[src/rtl/alu_ctrl_fsm_if.sv]
// Control-unit bundle: instruction fields and ALU zero flag in, datapath controls out.
// The control FSM is the master; the datapath side is the slave.
interface alu_ctrl_fsm_if #(
    parameter int STATE_W = 4
);
    logic [6:0]         op;
    logic [2:0]         funct3;
    logic               funct7b5;
    logic               zero;
    logic               PCWrite;
    logic               AdrSrc;
    logic               MemWrite;
    logic               IRWrite;
    logic [1:0]         ResultSrc;
    logic [1:0]         ALUSrcA;
    logic [1:0]         ALUSrcB;
    logic               RegWrite;
    logic [1:0]         ImmSrc;
    logic [2:0]         AluControl;
    logic [STATE_W-1:0] state;

    modport master (
        input  op, funct3, funct7b5, zero,
        output PCWrite, AdrSrc, MemWrite, IRWrite, ResultSrc, ALUSrcA, ALUSrcB,
               RegWrite, ImmSrc, AluControl, state
    );

    modport slave (
        output op, funct3, funct7b5, zero,
        input  PCWrite, AdrSrc, MemWrite, IRWrite, ResultSrc, ALUSrcA, ALUSrcB,
               RegWrite, ImmSrc, AluControl, state
    );
endinterface

[src/rtl/alu_ctrl_fsm.sv]
// Multi-cycle RISC-V control FSM: sequences each instruction and drives the
// ALU operand selects, AluControl code and the datapath enables.
module alu_ctrl_fsm #(
    parameter int STATE_W = 4
) (
    input  logic           clk,
    input  logic           reset,
    alu_ctrl_fsm_if.master bus
);
    localparam logic [3:0] S_FETCH    = 4'd0;
    localparam logic [3:0] S_DECODE   = 4'd1;
    localparam logic [3:0] S_MEMADR   = 4'd2;
    localparam logic [3:0] S_MEMREAD  = 4'd3;
    localparam logic [3:0] S_MEMWB    = 4'd4;
    localparam logic [3:0] S_MEMWRITE = 4'd5;
    localparam logic [3:0] S_EXECUTER = 4'd6;
    localparam logic [3:0] S_EXECUTEI = 4'd7;
    localparam logic [3:0] S_ALUWB    = 4'd8;
    localparam logic [3:0] S_BEQ      = 4'd9;
    localparam logic [3:0] S_JAL      = 4'd10;

    localparam logic [6:0] OP_LW  = 7'b0000011;
    localparam logic [6:0] OP_SW  = 7'b0100011;
    localparam logic [6:0] OP_R   = 7'b0110011;
    localparam logic [6:0] OP_I   = 7'b0010011;
    localparam logic [6:0] OP_BEQ = 7'b1100011;
    localparam logic [6:0] OP_JAL = 7'b1101111;

    logic [3:0]         r_state;
    logic [3:0]         w_next;
    logic               w_ir_write;
    logic               w_adr_src;
    logic               w_mem_write;
    logic               w_reg_write;
    logic               w_pc_update;
    logic               w_branch;
    logic [1:0]         w_result_src;
    logic [1:0]         w_alu_src_a;
    logic [1:0]         w_alu_src_b;
    logic [1:0]         w_alu_op;
    logic [1:0]         w_imm_src;
    logic [STATE_W-1:0] w_state_ext;

    // addi never subtracts: only R-type (op[5]=1) honours funct7b5
    function automatic logic [2:0] f_alu_control(input logic [1:0] alu_op,
                                                 input logic [2:0] f3,
                                                 input logic       op5,
                                                 input logic       f7b5);
        logic [2:0] code;
        code = 3'b000;
        case (alu_op)
            2'b00: code = 3'b000;
            2'b01: code = 3'b001;
            2'b10: begin
                case (f3)
                    3'b000:  code = (op5 & f7b5) ? 3'b001 : 3'b000;
                    3'b010:  code = 3'b101;
                    3'b110:  code = 3'b011;
                    3'b111:  code = 3'b010;
                    default: code = 3'b000;
                endcase
            end
            default: code = 3'b000;
        endcase
        return code;
    endfunction

    // State register with asynchronous return to FETCH
    always_ff @(posedge clk or posedge reset) begin
        if (reset) begin
            r_state <= S_FETCH;
        end else begin
            r_state <= w_next;
        end
    end

    // Next-state selection
    always_comb begin
        w_next = S_FETCH;
        case (r_state)
            S_FETCH: w_next = S_DECODE;
            S_DECODE: begin
                case (bus.op)
                    OP_LW, OP_SW: w_next = S_MEMADR;
                    OP_R:         w_next = S_EXECUTER;
                    OP_I:         w_next = S_EXECUTEI;
                    OP_BEQ:       w_next = S_BEQ;
                    OP_JAL:       w_next = S_JAL;
                    default:      w_next = S_FETCH;
                endcase
            end
            S_MEMADR: begin
                if (bus.op == OP_SW) begin
                    w_next = S_MEMWRITE;
                end else if (bus.op == OP_LW) begin
                    w_next = S_MEMREAD;
                end else begin
                    w_next = S_FETCH;
                end
            end
            S_MEMREAD:  w_next = S_MEMWB;
            S_EXECUTER: w_next = S_ALUWB;
            S_EXECUTEI: w_next = S_ALUWB;
            S_JAL:      w_next = S_ALUWB;
            default:    w_next = S_FETCH;
        endcase
    end

    // Per-state control decode
    always_comb begin
        w_ir_write   = 1'b0;
        w_adr_src    = 1'b0;
        w_mem_write  = 1'b0;
        w_reg_write  = 1'b0;
        w_pc_update  = 1'b0;
        w_branch     = 1'b0;
        w_result_src = 2'b00;
        w_alu_src_a  = 2'b00;
        w_alu_src_b  = 2'b00;
        w_alu_op     = 2'b00;
        case (r_state)
            S_FETCH: begin
                w_ir_write   = 1'b1;
                w_alu_src_b  = 2'b10;
                w_result_src = 2'b10;
                w_pc_update  = 1'b1;
            end
            S_DECODE: begin
                w_alu_src_a = 2'b01;
                w_alu_src_b = 2'b01;
            end
            S_MEMADR: begin
                w_alu_src_a = 2'b10;
                w_alu_src_b = 2'b01;
            end
            S_MEMREAD: w_adr_src = 1'b1;
            S_MEMWB: begin
                w_result_src = 2'b01;
                w_reg_write  = 1'b1;
            end
            S_MEMWRITE: begin
                w_adr_src   = 1'b1;
                w_mem_write = 1'b1;
            end
            S_EXECUTER: begin
                w_alu_src_a = 2'b10;
                w_alu_op    = 2'b10;
            end
            S_EXECUTEI: begin
                w_alu_src_a = 2'b10;
                w_alu_src_b = 2'b01;
                w_alu_op    = 2'b10;
            end
            S_ALUWB: w_reg_write = 1'b1;
            S_BEQ: begin
                w_alu_src_a = 2'b10;
                w_alu_op    = 2'b01;
                w_branch    = 1'b1;
            end
            S_JAL: begin
                w_alu_src_a = 2'b01;
                w_alu_src_b = 2'b10;
                w_pc_update = 1'b1;
            end
            default: w_ir_write = 1'b0;
        endcase
    end

    // Immediate format follows the opcode alone
    always_comb begin
        w_imm_src = 2'b00;
        case (bus.op)
            OP_SW:   w_imm_src = 2'b01;
            OP_BEQ:  w_imm_src = 2'b10;
            OP_JAL:  w_imm_src = 2'b11;
            default: w_imm_src = 2'b00;
        endcase
    end

    // Debug state, zero-extended to the bus width
    always_comb begin
        w_state_ext      = {STATE_W{1'b0}};
        w_state_ext[3:0] = r_state;
    end

    // Enables are held off for the whole reset pulse, not just until the next edge
    assign bus.PCWrite    = ~reset & (w_pc_update | (w_branch & bus.zero));
    assign bus.IRWrite    = ~reset & w_ir_write;
    assign bus.RegWrite   = ~reset & w_reg_write;
    assign bus.MemWrite   = ~reset & w_mem_write;
    assign bus.AdrSrc     = w_adr_src;
    assign bus.ResultSrc  = w_result_src;
    assign bus.ALUSrcA    = w_alu_src_a;
    assign bus.ALUSrcB    = w_alu_src_b;
    assign bus.ImmSrc     = w_imm_src;
    assign bus.AluControl = f_alu_control(w_alu_op, bus.funct3, bus.op[5], bus.funct7b5);
    assign bus.state      = w_state_ext;
endmodule

[src/flat_wrapper.sv]
// flat-port wrapper written by rule: the top's interface ports become plain ports
module alu_ctrl_fsm_flat 
#(
    parameter int STATE_W = 4
)
  (clk, reset, bus_op, bus_funct3, bus_funct7b5, bus_zero, bus_PCWrite, bus_AdrSrc, bus_MemWrite, bus_IRWrite, bus_ResultSrc, bus_ALUSrcA, bus_ALUSrcB, bus_RegWrite, bus_ImmSrc, bus_AluControl, bus_state);
  alu_ctrl_fsm_if #(.STATE_W(STATE_W)) bus_i ();
  input  logic clk;
  input  logic reset;
  input wire logic [$bits(bus_i.op)-1:0] bus_op;
  input wire logic [$bits(bus_i.funct3)-1:0] bus_funct3;
  input wire logic [$bits(bus_i.funct7b5)-1:0] bus_funct7b5;
  input wire logic [$bits(bus_i.zero)-1:0] bus_zero;
  output wire logic [$bits(bus_i.PCWrite)-1:0] bus_PCWrite;
  output wire logic [$bits(bus_i.AdrSrc)-1:0] bus_AdrSrc;
  output wire logic [$bits(bus_i.MemWrite)-1:0] bus_MemWrite;
  output wire logic [$bits(bus_i.IRWrite)-1:0] bus_IRWrite;
  output wire logic [$bits(bus_i.ResultSrc)-1:0] bus_ResultSrc;
  output wire logic [$bits(bus_i.ALUSrcA)-1:0] bus_ALUSrcA;
  output wire logic [$bits(bus_i.ALUSrcB)-1:0] bus_ALUSrcB;
  output wire logic [$bits(bus_i.RegWrite)-1:0] bus_RegWrite;
  output wire logic [$bits(bus_i.ImmSrc)-1:0] bus_ImmSrc;
  output wire logic [$bits(bus_i.AluControl)-1:0] bus_AluControl;
  output wire logic [$bits(bus_i.state)-1:0] bus_state;
  assign bus_i.op = bus_op;
  assign bus_i.funct3 = bus_funct3;
  assign bus_i.funct7b5 = bus_funct7b5;
  assign bus_i.zero = bus_zero;
  assign bus_PCWrite = bus_i.PCWrite;
  assign bus_AdrSrc = bus_i.AdrSrc;
  assign bus_MemWrite = bus_i.MemWrite;
  assign bus_IRWrite = bus_i.IRWrite;
  assign bus_ResultSrc = bus_i.ResultSrc;
  assign bus_ALUSrcA = bus_i.ALUSrcA;
  assign bus_ALUSrcB = bus_i.ALUSrcB;
  assign bus_RegWrite = bus_i.RegWrite;
  assign bus_ImmSrc = bus_i.ImmSrc;
  assign bus_AluControl = bus_i.AluControl;
  assign bus_state = bus_i.state;
  alu_ctrl_fsm #(.STATE_W(STATE_W)) u_core (.clk(clk), .reset(reset), .bus(bus_i));
endmodule
[config.mk]
export PLATFORM = sky130hd
export DESIGN_NAME = alu_ctrl_fsm_flat
export DESIGN_NICKNAME = d
export VERILOG_FILES = /design/src/rtl/alu_ctrl_fsm_if.sv /design/src/rtl/alu_ctrl_fsm.sv /design/src/flat_wrapper.sv
export SDC_FILE = /design/constraint.sdc
export NUM_CORES = 1
export LEC_CHECK = 0
export ABC_AREA = 0
export BUFFER_PORTS_ARGS = -buffer_cell sky130_fd_sc_hd__buf_2
export CORE_MARGIN = 3
export CORE_UTILIZATION = 46
export DETAILED_ROUTE_END_ITERATION = 16
export PLACE_DENSITY_LB_ADDON = 0.3
export SLEW_MARGIN = 20
export SYNTH_ARGS = -nofsm -noshare
export SYNTH_HDL_FRONTEND = slang
export SYNTH_SLANG_ARGS = --single-unit
[constraint.sdc]
create_clock -name clk -period 2.7 [get_ports clk]
set_clock_uncertainty 0.2 [all_clocks]
set_input_delay 0.54 -clock clk [delete_from_list [all_inputs] [get_ports clk]]
set_output_delay 0.54 -clock clk [all_outputs]
set_load 0.02 [all_outputs]
==> results of run 1 <==
-- path summary, 6_finish.rpt --
kind,from,to,slack (ns),depth (start not counted)
worst min-delay path,reset,u_core.bus.state[0],0.01,2
min in group clk,bus_op[0],u_core.bus.state[1],0.37,3
worst max register to register,u_core.bus.state[2],u_core.bus.state[0],1.12,4
worst min register to register,u_core.bus.state[3],u_core.bus.state[2],0.52,2
max in group asynchronous,reset,u_core.bus.state[1],2.07,2
worst max-delay path,u_core.bus.state[1],bus_AluControl[0],0.17,7
-- cell usage in the layout, fill, tap and decap left out, drive strengths merged --
| master | count |
|---|---|
| a32o | 1 |
| nor2b | 4 |
| nor4 | 4 |
| o21ai | 6 |
| nand4 | 3 |
| xnor2 | 3 |
| xor2 | 1 |
| and3b | 2 |
| a21oi | 2 |
| nand2 | 5 |
| clkbuf | 3 |
| o211ai | 1 |
| a311oi | 1 |
| buf | 37 |
| a22oi | 1 |
| ha | 2 |
| a21boi | 1 |
| and2 | 2 |
| o21a | 1 |
| and4b | 1 |
| or3 | 2 |
| inv | 8 |
| nand3 | 2 |
| nor2 | 5 |
| nor3b | 2 |
| nand4b | 1 |
| and3 | 3 |
| dfrtp | 4 |
| nand2b | 2 |
| o31a | 1 |
| nor3 | 2 |
| and2b | 1 |
| a221oi | 1 |
| and4bb | 2 |
-- logic make-up (layout without fill, tap and decap cells) --
family	Yosys count	count (layout)
compound gates	16	16
buf+inv	13	48
fa+ha+maj	2	2
xor+xnor	4	4
simple gates	43	43
flops	4	4
-- layout make-up --
class | count | area, um^2 | share of cell area, %
multi-input cells | 65 | 465 | 55.9
inverters | 8 | 30.0 | 3.60
well taps | 14 | 17.5 | 2.10
flip-flops and latches | 4 | 103 | 12.3
clock buffers | 3 | 22.5 | 2.70
repair buffers | 37 | 195 | 23.4
-- worst max-delay path, stage by stage, from the launching register on --
cell                       delay [ns]
sky130_fd_sc_hd__dfrtp_2         0.48
sky130_fd_sc_hd__and4bb_2        0.35
sky130_fd_sc_hd__inv_1           0.06
sky130_fd_sc_hd__ha_1            0.22
sky130_fd_sc_hd__nor2b_1         0.13
sky130_fd_sc_hd__o21ai_0         0.07
sky130_fd_sc_hd__a21oi_1         0.08
sky130_fd_sc_hd__buf_2           0.16
-- routing by layer --
metal	track usage, %	vias to the layer above	part of all wire (%)
li1	-	372	-
met1	25.3	336	42
met2	39.5	27	51
met3	1.27	4	4.7
met4	14.9	0	2.2
met5	0	-	0
-- power breakdown --
part           switching [mW]  total, mW  internal (mW)
clock                  0.0328     0.0831         0.0503
combinational          0.0387     0.0669         0.0282
sequential            0.00264     0.0643         0.0616
-- through the flow --
| stage | util, % | area [um^2] | setup slack (ns) |
|---|---|---|---|
| after floorplan | - | 624 | 0.188 |
| after global placement | 67.1 | 796 | 0.382 |
| after detailed placement | 67.1 | 796 | 0.348 |
| after CTS | 69.0 | 818 | 0.0760 |
| after global routing | 70.3 | 833 | 0.00700 |
| final | 70.3 | 833 | 0.169 |
-- what timing repair did --
action                                  in CTS  in global routing
resized for setup                            0                  4
hold buffers                                 0                  0
endpoints found under the setup margin       0                  2
setup buffers                                0                  1
==> results.yml, run 1 <==
clock_network:
  clk_latency_ns: 0.25
  ctsRootBufferMaster: "sky130_fd_sc_hd__clkbuf_4"
  h-tree-depth: 1
  tritoncts.num_buffers: 3
  cts_tree: "done"
  tritoncts_num_sinks: 4
  ctsLongestPathBuffers: 2
  cts.reportedPaths.clkPinSlew_ns: 0.05
route:
  dr.pass1.iters: 4
  vias: 739
  wl_um: 1800
  drt.antenna.violating_nets: 0
  detail_route.drc_violations: 0
  first_iter_violations: 13
  wl_per_cell_um: 13.7
  drt-vias-per-instance: 5.64
synthesis:
  synth.most_common_cell: "sky130_fd_sc_hd__inv_1"
  synth_area_in_compound_gates_pct: 18.4
  postSynthNetCount: 98
  synth_cells: 82
  synth_top_cells_by_area: "sky130_fd_sc_hd__dfrtp_1 (16%), sky130_fd_sc_hd__inv_1 (4.9%), sky130_fd_sc_hd__xnor2_1 (4.3%)"
  simple_gate_portion_of_the_synthesized_area_pct: 45.3
  synth-main-ff-cell: "sky130_fd_sc_hd__dfrtp_1"
  yosys_warnings: 0
  synth_seq_area_share_pct: 16.2
  main_combinational_cell_family_by_area_after_synthesis: "simple AND/OR/NAND/NOR gates"
  ys_ff_latch: 4
  synth_top_area_cell: "sky130_fd_sc_hd__dfrtp_1"
  total_standard_cell_area_after_synthesis_um2: 618
  synth.top_cell.area_share_pct: 16.2
  asyncSetResetFlopFracSynth_pct: 100
  synth_commonest_cells: "sky130_fd_sc_hd__inv_1 (8), sky130_fd_sc_hd__nand2_1 (5), sky130_fd_sc_hd__nor2_1 (5), sky130_fd_sc_hd__o21ai_0 (5)"
  post_synth_fa_ha_maj_area_fraction_pct: 4.05
  avgSynthCellArea_um2: 7.54
  synth.area.mux_share_pct: 0
  synthXorXnorAreaFrac_pct: 5.67
  post_synth_num_cell_types: 39
  number_of_flops_mapped_to_enable_cells_by_yosys: 0
floorplan:
  die-area_um2: 1820
  initial_utilization_pct: 52.1
  die_height_um: 42.7
  design.core.area_um2: 1190
  floorplan.rows: 12
  die_w_um: 42.7
  io_pins: 34
final_layout:
  number_of_flip_flops_under_the_largest_register_name: 4
  antennaDiodeCount: 0
  final_net_count: 135
  area_growth_syn_to_layout_pct: 34.8
  fillerInstances: 111
  post_route_cells_drive_above_1_share_pct: 45.3
  count_of_non_filler_cells_in_the_finished_layout: 131
sta:
  final-setup-viol-count: 0
  final_max_slew_viol_count: 0
  tightest_slew_ns: 0.271
  period_needed_ns: 2.53
  period_utilization_pct: 93.7
  hold_ws_ns: 0.0143
  tns_ns: 0
  slew_headroom_pct: 81.8
  fmaxAchievable_mhz: 395
  finalHoldViolations: 0
  grt_setup_unrepaired: "false"
global_routing:
  number_of_global_route_vias_before_repair: 706
  gr-total-overflow: 0
  grt.total_usage_pct: 22.4
  pin_count_of_the_biggest_net_entering_global_routing: 14
  antenna_violations_before_repair: 0
  grt_first_pass_wirelength_um: 3110
placement:
  placed_cells_incl_taps: 127
  dp.final_hpwl_um: 1380
  place_congestion: 0.826
  io_buffers: 33
flow_run:
  drv_cap: 0
worst_setup_path:
  critPathRequiredTime_ns: 1.96
  worstPathMaxFanout: 12
  worst_setup_path_start_kind: "flip-flop"
  critical_path_class: "flip-flop to output port"
  setup.worst_path.end_class: "output port"
  timing.critical_path.arrival_ns: 1.79
worst_hold_path:
  min-delay-path-class: "input pin to async pin"
power:
  power_per_cell_area_nw_per_um2: 257
  p_leak_nw: 0.413
  total_power_mw: 0.214
  max_rail_drop_vdd_mv: 0.205
outcome:
  status: "finished clean"
No activity file was read; power rests on OpenSTA's default activity.
==> run 2, diff against run 1 <==
Settings changed: PLACE_DENSITY set to 0.84, PLACE_DENSITY_LB_ADDON 0.3 to unset.
==> run 2 against run 1 <==
Non-clock buffer count unchanged. Sequential share of layout area down 0.23 points. Sequential power down 2%. Register-to-register slack better by 0.02 ns. Highest routed layer unchanged.
==> results.yml, run 2 (synthesis gave the netlist of run 1 again) <==
clock_network:
  hold_fix_buffers_cts: 0
  postCtsResizedCells: 0
  tritoncts.num_buffers: 3
  clk_latency_ns: 0.24
  cts.reportedPaths.clkPinSlew_ns: 0.04
  ctsRootBufferMaster: "sky130_fd_sc_hd__clkbuf_4"
  postCtsSetupBuffers: 0
  h-tree-depth: 1
  tritoncts_num_sinks: 4
  cts_tree: "done"
  ctsLongestPathBuffers: 2
placement:
  io_buffers: 33
  dp.final_hpwl_um: 1230
  place_congestion: 0.797
sta:
  fmaxAchievable_mhz: 402
  final-setup-viol-count: 0
  period_utilization_pct: 92.1
  hold_ws_ns: 0.0104
  finalHoldViolations: 0
  period_needed_ns: 2.49
  tightest_slew_ns: 0.280
  tns_ns: 0
  slew_headroom_pct: 81.2
  grt_setup_unrepaired: "false"
  final_max_slew_viol_count: 0
floorplan:
  floorplan.rows: 12
  initial_utilization_pct: 52.1
  design.core.area_um2: 1190
  die_height_um: 42.7
  die_w_um: 42.7
  die-area_um2: 1820
  io_pins: 34
worst_setup_path:
  critical_path_depth: 7
  worstPathMaxFanout: 6
  timing.rr.start: "u_core.bus.state[2]"
  path_cells: "and4bb_2, inv_1, ha_1, nor2b_1, o21ai_0, a21oi_1, buf_2"
  r2r_cells: 4
  startpoint: "u_core.bus.state[0]"
  worst_setup_path_start_kind: "flip-flop"
  critical_path_class: "flip-flop to output port"
  setup.worst_path.end_class: "output port"
  critPathRequiredTime_ns: 1.96
  timing.critical_path.arrival_ns: 1.75
  crit_path_top_delay_cell: "sky130_fd_sc_hd__dfrtp_1"
  path_buf_inv: 2
  crit_end: "bus_AluControl[0]"
  r2r-end: "u_core.bus.state[0]"
  reg2reg_slack_ns: 1.14
  max_stage_delay_ns: 0.43
  critPathTopFamily: "flip-flops"
global_routing:
  number_of_global_route_vias_before_repair: 585
  pin_count_of_the_biggest_net_entering_global_routing: 18
  grt_first_pass_wirelength_um: 2470
  gr-total-overflow: 0
  grt.total_usage_pct: 17.3
  antenna_violations_before_repair: 0
route:
  vias: 716
  wl_per_cell_um: 11.7
  drt.antenna.violating_nets: 0
  routedLengthMet1_um: 680
  detail_route.drc_violations: 0
  dr.pass1.iters: 4
  wl_met3_um: 126
  detailroute.wirelength.met2_um: 701
  wl_um: 1530
  first_iter_violations: 14
  drt-vias-per-instance: 5.47
  maxUsedRoutingLayer: "met4"
final_layout:
  layout_commonest_cell: "sky130_fd_sc_hd__buf_2"
  antennaDiodeCount: 0
  final_util_pct: 69.8
  final_net_count: 135
  number_of_flip_flops_under_the_largest_register_name: 4
  fillerInstances: 101
  area_growth_syn_to_layout_pct: 34.0
  post_route_cells_drive_above_1_share_pct: 42.7
  final_cell_mix: "sky130_fd_sc_hd__buf_2 (33), sky130_fd_sc_hd__inv_1 (8), sky130_fd_sc_hd__o21ai_0 (5), sky130_fd_sc_hd__nand2_1 (5)"
flow_run:
  drv_cap: 0
outcome:
  status: "finished clean"
power:
  p_leak_nw: 0.416
  power_per_cell_area_nw_per_um2: 249
  max_rail_drop_vdd_mv: 0.178
  total_power_mw: 0.207
worst_hold_path:
  min-delay-path-class: "input pin to async pin"
## run 2: worst min-delay path by stage
stage	startpoint	cells past startpoint	to	slack, ns
4_1_cts	reset	2	u_core.bus.state[2]	0.02
6_report	reset	2	u_core.bus.state[2]	0.01
5_1_grt	reset	2	u_core.bus.state[2]	0.05
3_3_place_gp	reset	2	u_core.bus.state[2]	0.27
2_1_floorplan	reset	1	u_core.bus.state[0]	0.12
3_5_place_dp	reset	2	u_core.bus.state[2]	0.27
## run 2: power breakdown
group          total [mW]  switching, mW  internal, mW
logic              0.0663         0.0381        0.0282
registers          0.0632        0.00165        0.0616
clock network      0.0771         0.0272        0.0499
## run 2: area by class of cell
cell class	count	area (um^2)	area share, %
clock buffers	3	22.5	2.72
well taps	14	17.5	2.11
repair buffers	37	195	23.6
multi-input cells	65	463	55.9
inverters	8	30.0	3.63
flip-flops and latches	4	100	12.1
## run 2: metal layers
layer	vias up	GRT usage, %
met4	0	7.45
li1	367	-
met5	-	0
met1	310	22.6
met2	37	27.8
met3	2	2.54
## run 2: worst reg2reg max path: cells and delay by family, from the launching register on
family                 cells  cell delay [ns]
DFF                        1             0.42
and+or+nand+nor            1             0.23
AOI/OAI and AO/OA          2             0.39
buffers and inverters      1             0.20
## run 2: through the flow
stage / area, um^2 / setup WS (ns) / instances
4_1_cts: 826 / 0.176 / 131
3_3_place_gp: 803 / 0.493 / 128
3_5_place_dp: 803 / 0.432 / 128
2_1_floorplan: 624 / 0.188 / 82
6_report: 828 / 0.213 / 131
5_1_grt: 828 / 0.0570 / 131
==> run 3, diff against run 2 <==
Settings changed: HOLD_SLACK_MARGIN set to 0.15.
==> run 3 against run 2 <==
First-iteration DRC count stayed put. Fmax is essentially flat. Non-clock buffer count rose by 1. Clock power about the same. Cell count is 0.76% higher. Flip-flop and latch count is the same. Utilization is 0.84 points higher. Cell area increased by 1.2%. Die area is the same. Sequential share of layout area shrank 0.14 points. Critical endpoint unchanged. Largest cell class unchanged.
==> results.yml, run 3 (synthesis gave the netlist of run 1 again) <==
outcome:
  status: "finished clean"
power:
  share_clk_of_total_power_pct: 37.1
  total_switching_power_mw: 0.0673
  power_switching_share_pct: 32.4
  power_per_cell_area_nw_per_um2: 248
  power.sequential.fraction_pct: 30.4
  p_leak_nw: 0.420
  max_rail_drop_vdd_mv: 0.178
  total_power_mw: 0.208
  p_int_mw: 0.141
  pwr-share-comb_pct: 32.5
sta:
  period_utilization_pct: 92.1
  fmaxAchievable_mhz: 402
  final-setup-viol-count: 0
  hold_ws_ns: 0.365
  tightest_slew_ns: 0.280
  tns_ns: 0
  final.setup.worst_slack_ns: 0.214
  finalHoldViolations: 0
  final_max_slew_viol_count: 0
  period_needed_ns: 2.49
  grt_setup_unrepaired: "false"
  slew_headroom_pct: 81.2
global_routing:
  pin_count_of_the_biggest_net_entering_global_routing: 18
  gr-total-overflow: 0
  grt.total_usage_pct: 17.7
  grt_first_pass_wirelength_um: 2510
  number_of_global_route_vias_before_repair: 597
  antenna_violations_before_repair: 0
route:
  wl_um: 1560
  wl_per_cell_um: 11.8
  vias: 723
  detail_route.drc_violations: 0
  drt.antenna.violating_nets: 0
  first_iter_violations: 14
  drt-vias-per-instance: 5.48
  dr.pass1.iters: 4
flow_run:
  drv_cap: 0
final_layout:
  post_route_cells_drive_above_1_share_pct: 42.4
  final_net_count: 136
  number_of_flip_flops_under_the_largest_register_name: 4
  count_of_non_filler_cells_in_the_finished_layout: 132
  layout_commonest_cell: "sky130_fd_sc_hd__buf_2"
  final_cell_mix: "sky130_fd_sc_hd__buf_2 (33), sky130_fd_sc_hd__inv_1 (8), sky130_fd_sc_hd__o21ai_0 (5), sky130_fd_sc_hd__nand2_1 (5)"
  summed_area_of_non_filler_cells_in_the_final_layout_um2: 838
  antennaDiodeCount: 0
  area_growth_syn_to_layout_pct: 35.6
  final_util_pct: 70.7
worst_setup_path:
  critPathRequiredTime_ns: 1.96
  critical_path_class: "flip-flop to output port"
  setup.worst_path.end_class: "output port"
  worstPathMaxFanout: 6
  timing.critical_path.arrival_ns: 1.75
  worst_setup_path_start_kind: "flip-flop"
clock_network:
  h-tree-depth: 1
  ctsLongestPathBuffers: 2
  cts_tree: "done"
  ctsRootBufferMaster: "sky130_fd_sc_hd__clkbuf_4"
  cts.reportedPaths.clkPinSlew_ns: 0.04
  tritoncts.num_buffers: 3
  tritoncts_num_sinks: 4
  clk_latency_ns: 0.24
placement:
  placed_cells_incl_taps: 128
  io_buffers: 33
  pre_cts_ws_ns: 0.432
  postPlaceCellArea_um2: 803
  dp.final_hpwl_um: 1230
  place_congestion: 0.797
floorplan:
  initial_utilization_pct: 52.1
  die_height_um: 42.7
  floorplan.rows: 12
  die_w_um: 42.7
  io_pins: 34
  design.core.area_um2: 1190
  die-area_um2: 1820
worst_hold_path:
  min-delay-path-class: "input pin to flip-flop"
[run 3: final cells by class]
cell class | instances | area (um^2)
Sequential cell | 4 | 100
Inverter | 8 | 30.0
Clock buffer | 3 | 22.5
Timing Repair Buffer | 38 | 205
Multi-Input combinational cell | 65 | 463
Fill cell | 100 | 348
Tap cell | 14 | 17.5
[run 3: routing by layer]
layer / vias to the layer above / GRT usage (%) / routed length (um)
met2: 37 / 29.0 / 728
met5: - / 0 / 0
met1: 315 / 22.6 / 689
met4: 0 / 7.45 / 19
met3: 2 / 2.54 / 121
li1: 369 / - / -
[run 3: final timing paths]
path	startpoint	to	slack (ns)	cells after the start
worst max register to register	u_core.bus.state[2]	u_core.bus.state[0]	1.14	4
worst min register to register	u_core.bus.state[1]	u_core.bus.state[0]	0.47	3
min in group asynchronous	reset	u_core.bus.state[2]	0.58	3
max in group asynchronous	reset	u_core.bus.state[0]	1.53	3
worst min-delay path	bus_op[0]	u_core.bus.state[1]	0.37	3
worst max-delay path	u_core.bus.state[0]	bus_AluControl[0]	0.21	7
[run 3: critical path: stages, from the launching register on]
cell	delay, ns
sky130_fd_sc_hd__dfrtp_1	0.43
sky130_fd_sc_hd__and4bb_2	0.29
sky130_fd_sc_hd__inv_1	0.08
sky130_fd_sc_hd__ha_1	0.19
sky130_fd_sc_hd__nor2b_1	0.13
sky130_fd_sc_hd__o21ai_0	0.09
sky130_fd_sc_hd__a21oi_1	0.14
sky130_fd_sc_hd__buf_2	0.17
[run 3: timing repair]
item	in CTS	in global routing
gates resized for setup	0	1
endpoints found under the setup margin	0	1
buffers inserted	0	0
endpoints found under the hold margin	4	0
hold buffers	1	0
[run 3: power groups by stage]
stage	clock [mW]	sequential, mW	combinational [mW]
after floorplan	0	0.0648	0.0380
after global placement	0	0.0639	0.0649
after detailed placement	0	0.0640	0.0661
after CTS	0.0774	0.0632	0.0674
after global routing	0.0797	0.0634	0.0743
final	0.0771	0.0632	0.0676
